File: src/rtl/scramble_pkg.sv
// Shared types and constants for the line-rotation cut key schedule.
// Holds the scheduler state encoding, picture geometry and DRBG word sizes.
package scramble_pkg;

   localparam int ACTIVE_PIXELS = 720;
   localparam int CUT_W         = 10;
   localparam int DRBG_W        = 32;
   localparam int SEED_W        = 256;
   localparam int EPOCH_W       = 16;

   typedef enum logic [2:0] {
      IDLE   = 3'd0,
      INIT   = 3'd1,
      ARMED  = 3'd2,
      FETCH  = 3'd3,
      STAGED = 3'd4
   } sched_state_e;

   // A 10-bit draw is below 2*ACTIVE_PIXELS, so one conditional subtract lands it in range.
   function automatic logic [CUT_W-1:0] fold_cut(input logic [CUT_W-1:0] raw,
                                                 input logic [CUT_W-1:0] limit);
      logic [CUT_W-1:0] res;
      if (raw >= limit) begin
         res = raw - limit;
      end else begin
         res = raw;
      end
      return res;
   endfunction

endpackage

File: src/rtl/cut_key_scheduler_if.sv
// DRBG request/response bundle between the cut key scheduler (master) and the DRBG (slave).
interface cut_key_scheduler_if;
   import scramble_pkg::*;

   logic              drbg_init;
   logic [SEED_W-1:0] drbg_entropy;
   logic              drbg_init_ready;
   logic              drbg_next;
   logic              drbg_next_ready;
   logic [DRBG_W-1:0] drbg_bits;

   modport master (
      output drbg_init, drbg_entropy, drbg_next,
      input  drbg_init_ready, drbg_next_ready, drbg_bits
   );

   modport slave (
      input  drbg_init, drbg_entropy, drbg_next,
      output drbg_init_ready, drbg_next_ready, drbg_bits
   );

endinterface

File: src/rtl/bt656_edge_detect.sv
// Registers the BT.656 H/V flags once and derives edge pulses from the registered
// value against its previous sample.
module bt656_edge_detect (
   input  logic clk,
   input  logic reset,
   input  logic h_i,
   input  logic v_i,
   output logic v_o,
   output logic h_rise_o,
   output logic h_fall_o,
   output logic v_rise_o,
   output logic v_fall_o
);

   logic h_q;
   logic h_prev_q;
   logic v_q;
   logic v_prev_q;

   // Two-deep history of each timing flag.
   always_ff @(posedge clk or posedge reset) begin
      if (reset) begin
         h_q      <= 1'b0;
         h_prev_q <= 1'b0;
         v_q      <= 1'b0;
         v_prev_q <= 1'b0;
      end else begin
         h_q      <= h_i;
         h_prev_q <= h_q;
         v_q      <= v_i;
         v_prev_q <= v_q;
      end
   end

   assign v_o      = v_q;
   assign h_rise_o = h_q & ~h_prev_q;
   assign h_fall_o = ~h_q & h_prev_q;
   assign v_rise_o = v_q & ~v_prev_q;
   assign v_fall_o = ~v_q & v_prev_q;

endmodule

File: src/rtl/cut_key_scheduler.sv
// Draws one DRBG word per active line and turns it into a cut position, handling
// seeding, periodic reseeds and late DRBG responses without losing keystream alignment.
module cut_key_scheduler
   import scramble_pkg::*;
#(
   parameter int ACTIVE_PIXELS = scramble_pkg::ACTIVE_PIXELS,
   parameter int RESEED_FIELDS = 64
) (
   input  logic                 clk,
   input  logic                 reset,
   input  logic [SEED_W-1:0]    seed,
   input  logic                 seed_load,
   input  logic                 H,
   input  logic                 V,
   cut_key_scheduler_if.master  drbg,
   output logic [CUT_W-1:0]     cut_position,
   output logic                 cut_valid,
   output logic                 underrun,
   output logic [EPOCH_W-1:0]   reseed_epoch
);

   localparam logic [CUT_W-1:0]   CUT_LIMIT   = CUT_W'(ACTIVE_PIXELS);
   localparam logic [EPOCH_W-1:0] RESEED_LAST = EPOCH_W'(RESEED_FIELDS - 1);

   logic v_q_s;
   logic h_rise_s;
   logic h_fall_s;
   logic v_rise_s;
   logic v_fall_s;

   bt656_edge_detect u_edges (
      .clk      (clk),
      .reset    (reset),
      .h_i      (H),
      .v_i      (V),
      .v_o      (v_q_s),
      .h_rise_o (h_rise_s),
      .h_fall_o (h_fall_s),
      .v_rise_o (v_rise_s),
      .v_fall_o (v_fall_s)
   );

   sched_state_e         state_q;
   logic [SEED_W-1:0]    seed_q;
   logic [EPOCH_W-1:0]   field_cnt_q;
   logic [EPOCH_W-1:0]   epoch_q;
   logic [CUT_W-1:0]     cut_next_q;
   logic [CUT_W-1:0]     cut_pos_q;
   logic                 cut_valid_q;
   logic                 underrun_q;
   logic                 init_q;
   logic [SEED_W-1:0]    entropy_q;
   logic                 next_q;
   logic                 init_out_q;
   logic                 next_out_q;
   logic                 init_issued_q;
   logic                 discard_q;
   logic                 reseed_pend_q;
   logic [CUT_W-1:0]     cut_fold_d;

   assign cut_fold_d = fold_cut(drbg.drbg_bits[CUT_W-1:0], CUT_LIMIT);

   // Key schedule FSM; all outputs are registered here.
   always_ff @(posedge clk or posedge reset) begin
      if (reset) begin
         state_q       <= IDLE;
         seed_q        <= {SEED_W{1'b0}};
         field_cnt_q   <= 16'd0;
         epoch_q       <= 16'd0;
         cut_next_q    <= 10'd0;
         cut_pos_q     <= 10'd0;
         cut_valid_q   <= 1'b0;
         underrun_q    <= 1'b0;
         init_q        <= 1'b0;
         entropy_q     <= {SEED_W{1'b0}};
         next_q        <= 1'b0;
         init_out_q    <= 1'b0;
         next_out_q    <= 1'b0;
         init_issued_q <= 1'b0;
         discard_q     <= 1'b0;
         reseed_pend_q <= 1'b0;
      end else begin
         init_q     <= 1'b0;
         next_q     <= 1'b0;
         underrun_q <= 1'b0;
         if (drbg.drbg_init_ready) begin
            init_out_q <= 1'b0;
         end
         if (drbg.drbg_next_ready) begin
            next_out_q <= 1'b0;
         end

         if (seed_load) begin
            seed_q        <= seed;
            field_cnt_q   <= 16'd0;
            epoch_q       <= 16'd0;
            cut_valid_q   <= 1'b0;
            discard_q     <= 1'b0;
            reseed_pend_q <= 1'b0;
            init_issued_q <= 1'b0;
            state_q       <= INIT;
         end else begin
            case (state_q)
               IDLE: begin
                  state_q <= IDLE;
               end
               INIT: begin
                  // Responses still in flight from before are drained before instantiating.
                  if (!init_issued_q) begin
                     if (!init_out_q && !next_out_q) begin
                        init_q        <= 1'b1;
                        entropy_q     <= {seed_q[SEED_W-1:EPOCH_W], seed_q[EPOCH_W-1:0] ^ epoch_q};
                        init_out_q    <= 1'b1;
                        init_issued_q <= 1'b1;
                        reseed_pend_q <= 1'b0;
                     end
                  end else if (!init_out_q) begin
                     init_issued_q <= 1'b0;
                     if (reseed_pend_q) begin
                        state_q <= INIT;
                     end else begin
                        state_q <= ARMED;
                     end
                  end
               end
               ARMED: begin
                  if (reseed_pend_q) begin
                     init_issued_q <= 1'b0;
                     state_q       <= INIT;
                  end else if (h_rise_s && !v_q_s) begin
                     next_q     <= 1'b1;
                     next_out_q <= 1'b1;
                     discard_q  <= 1'b0;
                     state_q    <= FETCH;
                  end
               end
               FETCH: begin
                  // A late word still counts as this line's draw; it is consumed and dropped.
                  if (h_fall_s && !discard_q) begin
                     underrun_q  <= 1'b1;
                     cut_pos_q   <= 10'd0;
                     cut_valid_q <= 1'b0;
                     if (drbg.drbg_next_ready) begin
                        state_q <= ARMED;
                     end else begin
                        discard_q <= 1'b1;
                     end
                  end else if (drbg.drbg_next_ready) begin
                     if (discard_q) begin
                        discard_q <= 1'b0;
                        state_q   <= ARMED;
                     end else begin
                        cut_next_q <= cut_fold_d;
                        state_q    <= STAGED;
                     end
                  end
               end
               STAGED: begin
                  if (h_fall_s) begin
                     cut_pos_q   <= cut_next_q;
                     cut_valid_q <= 1'b1;
                     state_q     <= ARMED;
                  end else if (reseed_pend_q) begin
                     init_issued_q <= 1'b0;
                     state_q       <= INIT;
                  end
               end
               default: begin
                  state_q <= IDLE;
               end
            endcase

            if (v_rise_s && (state_q != IDLE)) begin
               if (field_cnt_q == RESEED_LAST) begin
                  field_cnt_q   <= 16'd0;
                  epoch_q       <= epoch_q + 16'd1;
                  reseed_pend_q <= 1'b1;
               end else begin
                  field_cnt_q <= field_cnt_q + 16'd1;
               end
            end
            if (v_q_s) begin
               cut_valid_q <= 1'b0;
            end
         end
      end
   end

   logic unused_s;
   assign unused_s = ^{drbg.drbg_bits[DRBG_W-1:CUT_W], v_fall_s};

   assign drbg.drbg_init    = init_q;
   assign drbg.drbg_entropy = entropy_q;
   assign drbg.drbg_next    = next_q;
   assign cut_position      = cut_pos_q;
   assign cut_valid         = cut_valid_q;
   assign underrun          = underrun_q;
   assign reseed_epoch      = epoch_q;

endmodule

File: src/flat_wrapper.sv
// flat-port wrapper written by rule: the top's interface ports become plain ports
module cut_key_scheduler_flat import scramble_pkg::*;
#(
   parameter int ACTIVE_PIXELS = scramble_pkg::ACTIVE_PIXELS,
   parameter int RESEED_FIELDS = 64
)
  (clk, reset, seed, seed_load, H, V, cut_position, cut_valid, underrun, reseed_epoch, drbg_drbg_init, drbg_drbg_entropy, drbg_drbg_next, drbg_drbg_init_ready, drbg_drbg_next_ready, drbg_drbg_bits);
  cut_key_scheduler_if drbg_i ();
  input  logic clk;
  input  logic reset;
  input  logic [SEED_W-1:0] seed;
  input  logic seed_load;
  input  logic H;
  input  logic V;
  output logic [CUT_W-1:0] cut_position;
  output logic cut_valid;
  output logic underrun;
  output logic [EPOCH_W-1:0] reseed_epoch;
  output wire logic [$bits(drbg_i.drbg_init)-1:0] drbg_drbg_init;
  output wire logic [$bits(drbg_i.drbg_entropy)-1:0] drbg_drbg_entropy;
  output wire logic [$bits(drbg_i.drbg_next)-1:0] drbg_drbg_next;
  input wire logic [$bits(drbg_i.drbg_init_ready)-1:0] drbg_drbg_init_ready;
  input wire logic [$bits(drbg_i.drbg_next_ready)-1:0] drbg_drbg_next_ready;
  input wire logic [$bits(drbg_i.drbg_bits)-1:0] drbg_drbg_bits;
  assign drbg_drbg_init = drbg_i.drbg_init;
  assign drbg_drbg_entropy = drbg_i.drbg_entropy;
  assign drbg_drbg_next = drbg_i.drbg_next;
  assign drbg_i.drbg_init_ready = drbg_drbg_init_ready;
  assign drbg_i.drbg_next_ready = drbg_drbg_next_ready;
  assign drbg_i.drbg_bits = drbg_drbg_bits;
  cut_key_scheduler #(.ACTIVE_PIXELS(ACTIVE_PIXELS), .RESEED_FIELDS(RESEED_FIELDS)) u_core (.clk(clk), .reset(reset), .seed(seed), .seed_load(seed_load), .H(H), .V(V), .drbg(drbg_i), .cut_position(cut_position), .cut_valid(cut_valid), .underrun(underrun), .reseed_epoch(reseed_epoch));
endmodule
File: config.mk
export PLATFORM = sky130hd
export DESIGN_NAME = cut_key_scheduler_flat
export DESIGN_NICKNAME = d
export VERILOG_FILES = /design/src/rtl/scramble_pkg.sv /design/src/rtl/cut_key_scheduler_if.sv /design/src/rtl/bt656_edge_detect.sv /design/src/rtl/cut_key_scheduler.sv /design/src/flat_wrapper.sv
export SDC_FILE = /design/constraint.sdc
export NUM_CORES = 1
export LEC_CHECK = 0
export CAP_MARGIN = 10
export CORE_MARGIN = 5
export CORE_UTILIZATION = 49
export DETAILED_ROUTE_END_ITERATION = 7
export PLACE_DENSITY = 0.8
export SLEW_MARGIN = 25
export SYNTH_ARGS = -nofsm -noshare
export SYNTH_HDL_FRONTEND = slang
export SYNTH_SLANG_ARGS = --single-unit
File: constraint.sdc
create_clock -name clk -period 23.3 [get_ports clk]
set_input_delay 4.66 -clock clk [delete_from_list [all_inputs] [get_ports clk]]
set_output_delay 4.66 -clock clk [all_outputs]
set_load 0.01 [all_outputs]
==> results of run 1 <==
-- worst max-delay path, cell delays in order --
cell and delay [ps]:
buf_8 480, buf_4 770, buf_4 880, mux2_2 420
-- where the power goes --
group / switching, mW / internal, mW / leakage (nW)
logic: 0.490 / 0.737 / 4.75
registers: 0.156 / 1.30 / 6.92
clock network: 0.377 / 0.502 / 0.880
total: 1.02 / 2.54 / 12.6
-- sequential cells by signal (all words and copies together) (netlist names), 3 cells and up --
register,count
u_core.reseed_epoch,16
u_core.field_cnt_q,16
u_core.cut_position,10
u_core.cut_next_q,10
u_core.drbg.drbg_entropy,256
u_core.seed_q,256
u_core.state_q,3
-- final cells by class --
type	count	area, sq um
timing repair buffer	571	5750
clock inverter	14	121
fill	3166	14900
sequential	580	14500
multi-input combinational	796	7430
clock buffer	92	1670
antenna	7	17.5
tap	600	751
inverter	14	65.1
-- cells in the mapped netlist (all sizes together), types with 5 or more instances --
cell    number  area (sq um)
nor3        16          80.1
buf         31           168
xnor2       32           280
nor2b        7          43.8
nor2        55           209
or3          9          56.3
o21ai       24           120
inv         14          52.6
nor4         7          65.1
clkbuf      42           169
dfrtp      580         14500
a21oi       32           160
nand2       28           105
xor2         5          43.8
nand3       10          50.1
nand4       12          75.1
a22o        10          87.6
mux2       501          5650
-- worst max path at each step --
stage	cells past startpoint	to	slack, ps
final	4	u_core.seed_q[167]$_DFFE_PP0P_	16390
after global routing	4	u_core.seed_q[237]$_DFFE_PP0P_	16100
after CTS	4	u_core.seed_q[19]$_DFFE_PP0P_	15940
after detailed placement	4	u_core.drbg.drbg_entropy[16]$_DFFE_PP0P_	15290
after global placement	4	u_core.drbg.drbg_entropy[250]$_DFFE_PP0P_	15420
after floorplan	1	u_core.cut_next_q[0]$_DFFE_PP0P_	2410
-- layer usage --
layer  GRT usage, %  up-vias  share of wire [%]  wire length, um
li1               -     6280                  -                -
met2           37.1      465                 51            28000
met1           25.2     7132                 37            20300
met3           7.55      142                8.3             4620
met4           9.72        4                4.5             2500
met5              0        -              0.049               27
-- cells by family after synthesis --
| group | after synthesis | synth area share (%) |
|---|---|---|
| xor gates and xnor gates | 37 | 1.45 |
| AOI/OAI and AO/OA | 87 | 2.40 |
| and+or+nand+nor | 166 | 3.82 |
| muxes | 502 | 25.3 |
| buffers and inverters | 88 | 1.80 |
| DFF | 580 | 65.0 |
| adders and majority gates | 4 | 0.224 |
-- metrics by stage --
| stage | setup WS (ps) | area, sq um | utilization [%] | power (mW) | hold WS [ps] |
|---|---|---|---|---|---|
| 2_1_floorplan | 2410 | 22300 | - | 2.03 | 379 |
| 3_3_place_gp | 15420 | 28400 | 62.9 | 2.66 | 398 |
| 3_5_place_dp | 15290 | 28400 | 62.9 | 2.70 | 405 |
| 4_1_cts | 15940 | 30200 | 66.9 | 3.60 | 415 |
| 5_1_grt | 16100 | 30300 | 67.1 | 3.75 | 447 |
| 6_report | 16390 | 30300 | 67.1 | 3.56 | 415 |
==> results.cfg, run 1 <==
[critical_path]
r2r_slack_ps = 20460
worst_ep_required_time_ps = 23780
arrival_ps = 7390
regToRegStartpoint = u_core.state_q[2]$_DFFE_PP0P_
crit_type = input pin to flip-flop
rr_endpoint = u_core.drbg.drbg_entropy[154]$_DFFE_PP0P_
reg2reg_depth = 6
critPathMaxFanout = 88
start_kind = input pin
crit_start = seed_load
worst_setup_path_end_kind = flip-flop

[global_routing]
grt_overflow_total = 0
gr-usage-all-layers_pct = 21.9
grt_max_degree = 199
grt_pass1_wl_um = 86900
grt_pass1_vias = 15400
antenna_found_initial = 10

[routing]
ant_nets = 0
drc = 0
post_drt_wl_per_cell_um = 20.7
drt-vias-per-instance = 5.24
finalWirelength_um = 55400
vias = 14000
drtPass1Iterations = 6
dr.first_iter.drc_count = 699

[logic_synthesis]
ys_seq_elements = 580
ys_warn_count = 0
synth-main-ff-cell = dfrtp_1
synth_edf_count = 0
netlist_area_sq_um = 22300
synth.net_count = 1763
ys_types = 61
avgSynthCellArea_sq_um = 15.3
async_flop_share_pct = 100
seq_area_frac_synth_pct = 65.0
synthCells = 1464

[placement]
place_inst = 2559
place_congestion = 0.855
io_buffers = 558
hpwlAfterDp_um = 38400

[floorplanning]
core-area_sq_um = 45200
die_y_um = 223
ios = 581
dieArea_sq_um = 50000
die_w_um = 223
placement_rows = 78
start_util_pct = 49.4

[cts]
cts_setup_buffers = 0
cts-resized-gates = 0
clk_latency_ps = 600
cts_buffer_depth = 3
htreeDepth = 2
hold_buffers = 0
cts_tree = built
clk_pin_slew_ps = 60
cts_buffers = 58
clock_sinks = 580
root_buffer = clkbuf_16

[sta]
fmax_ghz = 0.145
fin_setup_tns_ps = 0
slew_viol_final = 0
worst_pin_slew_ps = 996
relSlewSlack_pct = 33.6
period_needed_ps = 6910
setup_viol = 0
clock_skew_ps = 17.7
min_period_over_period_pct = 29.6
hold_violations = 0
rsz0062_at_grt = false

[cells_and_area]
areaGrowthSynthToFinish_pct = 35.8
drive_above_1_share_pct = 29.3
mostFrequentLayoutCells = 580 x dfrtp_1, 557 x clkdlybuf4s50_1, 500 x mux2_2, 59 x clkbuf_16, 53 x nor2_1
layout.cells.most_common = dfrtp_1
final_net_count = 2320
fin_cells = 2674

[run]
cap_viol_max_count = 0

[min_path]
min_path_cells = 0
worstHoldEndpoint = u_core.u_edges.h_prev_q$_DFF_PP0_
min_path_type = flip-flop to flip-flop
min-delay-start = u_core.u_edges.h_q$_DFF_PP0_

[power_and_ir_drop]
irDropWorstVdd_uv = 84.3
cellLeakagePower_nw = 12.6
powerDensity_nw_per_um2 = 117

[outcome]
outcome = finished, final reports clean
(Power assumes the default switching activity.)
==> inputs of run 2 (changes only) <==
clock period = 7 ns   (was 23.3 ns; I/O delays follow)
==> results.cfg, run 2 (same netlist as run 1, synthesis figures left out) <==
[critical_path]
start_kind = input pin
worst_ep_required_time_ps = 7470
crit_type = input pin to flip-flop
critPathMaxFanout = 90
arrival_ps = 3770
worst_setup_path_end_kind = flip-flop
critPathSlowestCell = buf_4
crit_chain = buf_8, buf_4, a21oi_1, nor4b_1, xnor2_1, nor2_1
critPathMaxStageDelay_ps = 750

[floorplanning]
ios = 581
die_w_um = 223
dieArea_sq_um = 50000
die_y_um = 223
core-area_sq_um = 45200
placement_rows = 78
start_util_pct = 49.4

[cts]
htreeDepth = 2
hold_buffers = 0
cts_buffer_depth = 3
clk_pin_slew_ps = 60
clock_sinks = 580
cts_setup_buffers = 0
clk_latency_ps = 600
cts_buffers = 58
cts-resized-gates = 0
cts_tree = built
root_buffer = clkbuf_16

[cells_and_area]
layout.cells.most_common = dfrtp_1
final_net_count = 2321
fin_cells = 2679
design_area_sq_um = 30500
areaGrowthSynthToFinish_pct = 36.7
mostFrequentLayoutCells = 580 x dfrtp_1, 557 x clkdlybuf4s50_1, 500 x mux2_2, 59 x clkbuf_16, 53 x nor2_1
drive_above_1_share_pct = 30.0

[sta]
period_needed_ps = 3300
worst_pin_slew_ps = 1020
relSlewSlack_pct = 32.0
worst_slack_ps = 3700
setup_viol = 0
slew_viol_final = 0
clock_skew_ps = 20.2
min_period_over_period_pct = 47.2
rsz0062_at_grt = false
fmax_ghz = 0.303
whs_ps = 409
hold_violations = 0

[run]
cap_viol_max_count = 0

[global_routing]
antenna_found_initial = 11
grt_overflow_total = 0
gr-usage-all-layers_pct = 21.9
grt_max_degree = 199
grt_pass1_wl_um = 87000
grt_pass1_vias = 15400

[placement]
io_buffers = 558
hpwlAfterDp_um = 39000
place_inst = 2559
dp_slack_ps = 3070
place_congestion = 0.840
placed_cell_area_sq_um = 28500

[routing]
vias = 14000
ant_nets = 0
drtPass1Iterations = 5
post_drt_wl_per_cell_um = 20.8
finalWirelength_um = 55700
drt-vias-per-instance = 5.23
dr.first_iter.drc_count = 745
drc = 0

[power_and_ir_drop]
finalPower_mw = 12.0
cellLeakagePower_nw = 12.7
irDropWorstVdd_uv = 248
powerDensity_nw_per_um2 = 394

[outcome]
outcome = finished, final reports clean

[min_path]
min_path_type = flip-flop to flip-flop
==> run 2: cell types whose count changed in the layout (fill, tap and decap cells not counted), sizes merged <==
cell and delta:
clkinvlp +3, buf +1, clkbuf -3, clkinv +2
inv -2, diode +2, bufinv +2
==> run 2: through the flow <==
step,utilization (%),TNS (ps)
after floorplan,-,-1336020
after CTS,67.3,0
after detailed placement,63.0,0
after global routing,67.5,0
final,67.6,0
after global placement,63.0,0
==> run 2: path summary, 6_finish.rpt <==
path                                                     from                                         to  slack (ps)  depth (start not counted)
worst max-delay path                                seed_load         u_core.field_cnt_q[11]$_DFFE_PP0P_        3700                          6
worst min register to register   u_core.u_edges.h_q$_DFF_PP0_          u_core.u_edges.h_prev_q$_DFF_PP0_         410                          0
worst max register to register  u_core.state_q[2]$_DFFE_PP0P_   u_core.drbg.drbg_entropy[91]$_DFFE_PP0P_        4300                          6
min in group asynchronous                               reset  u_core.drbg.drbg_entropy[167]$_DFFE_PP0P_        1270                          2
max in group asynchronous                               reset              u_core.seed_q[53]$_DFFE_PP0P_        4350                          4
worst min-delay path             u_core.u_edges.h_q$_DFF_PP0_          u_core.u_edges.h_prev_q$_DFF_PP0_         410                          0
==> run 2: per-layer routing <==
| metal | GRT usage, % | vias to the layer above | wire length, um |
|---|---|---|---|
| li1 | - | 6321 | - |
| met1 | 25.2 | 7141 | 20600 |
| met2 | 38.3 | 431 | 28900 |
| met3 | 6.86 | 118 | 4140 |
| met4 | 8.46 | 4 | 2010 |
| met5 | 0 | - | 27 |
==> run 2: power by group <==
group	total, mW	switching [mW]	internal, mW
sequential	4.84	0.519	4.32
clock	3.10	1.26	1.84
combinational	4.08	1.63	2.45
total	12.0	3.41	8.61
==> run 2: cell type report <==
type	instances	area [sq um]
Multi-Input combinational cell	796	7430
Antenna cell	9	22.5
Clock buffer	89	1770
Sequential cell	580	14500
Timing Repair Buffer	572	5810
Fill cell	3136	14700
Clock inverter	19	179
Tap cell	600	751
Inverter	14	56.3
==> run 2: critical path: cells and delay by family <==
family                    cells  cell delay, ps
buffers and inverters         2            1260
and+or+nand+nor               2             520
AOI/OAI and AO/OA             1             360
xor gates and xnor gates      1             160
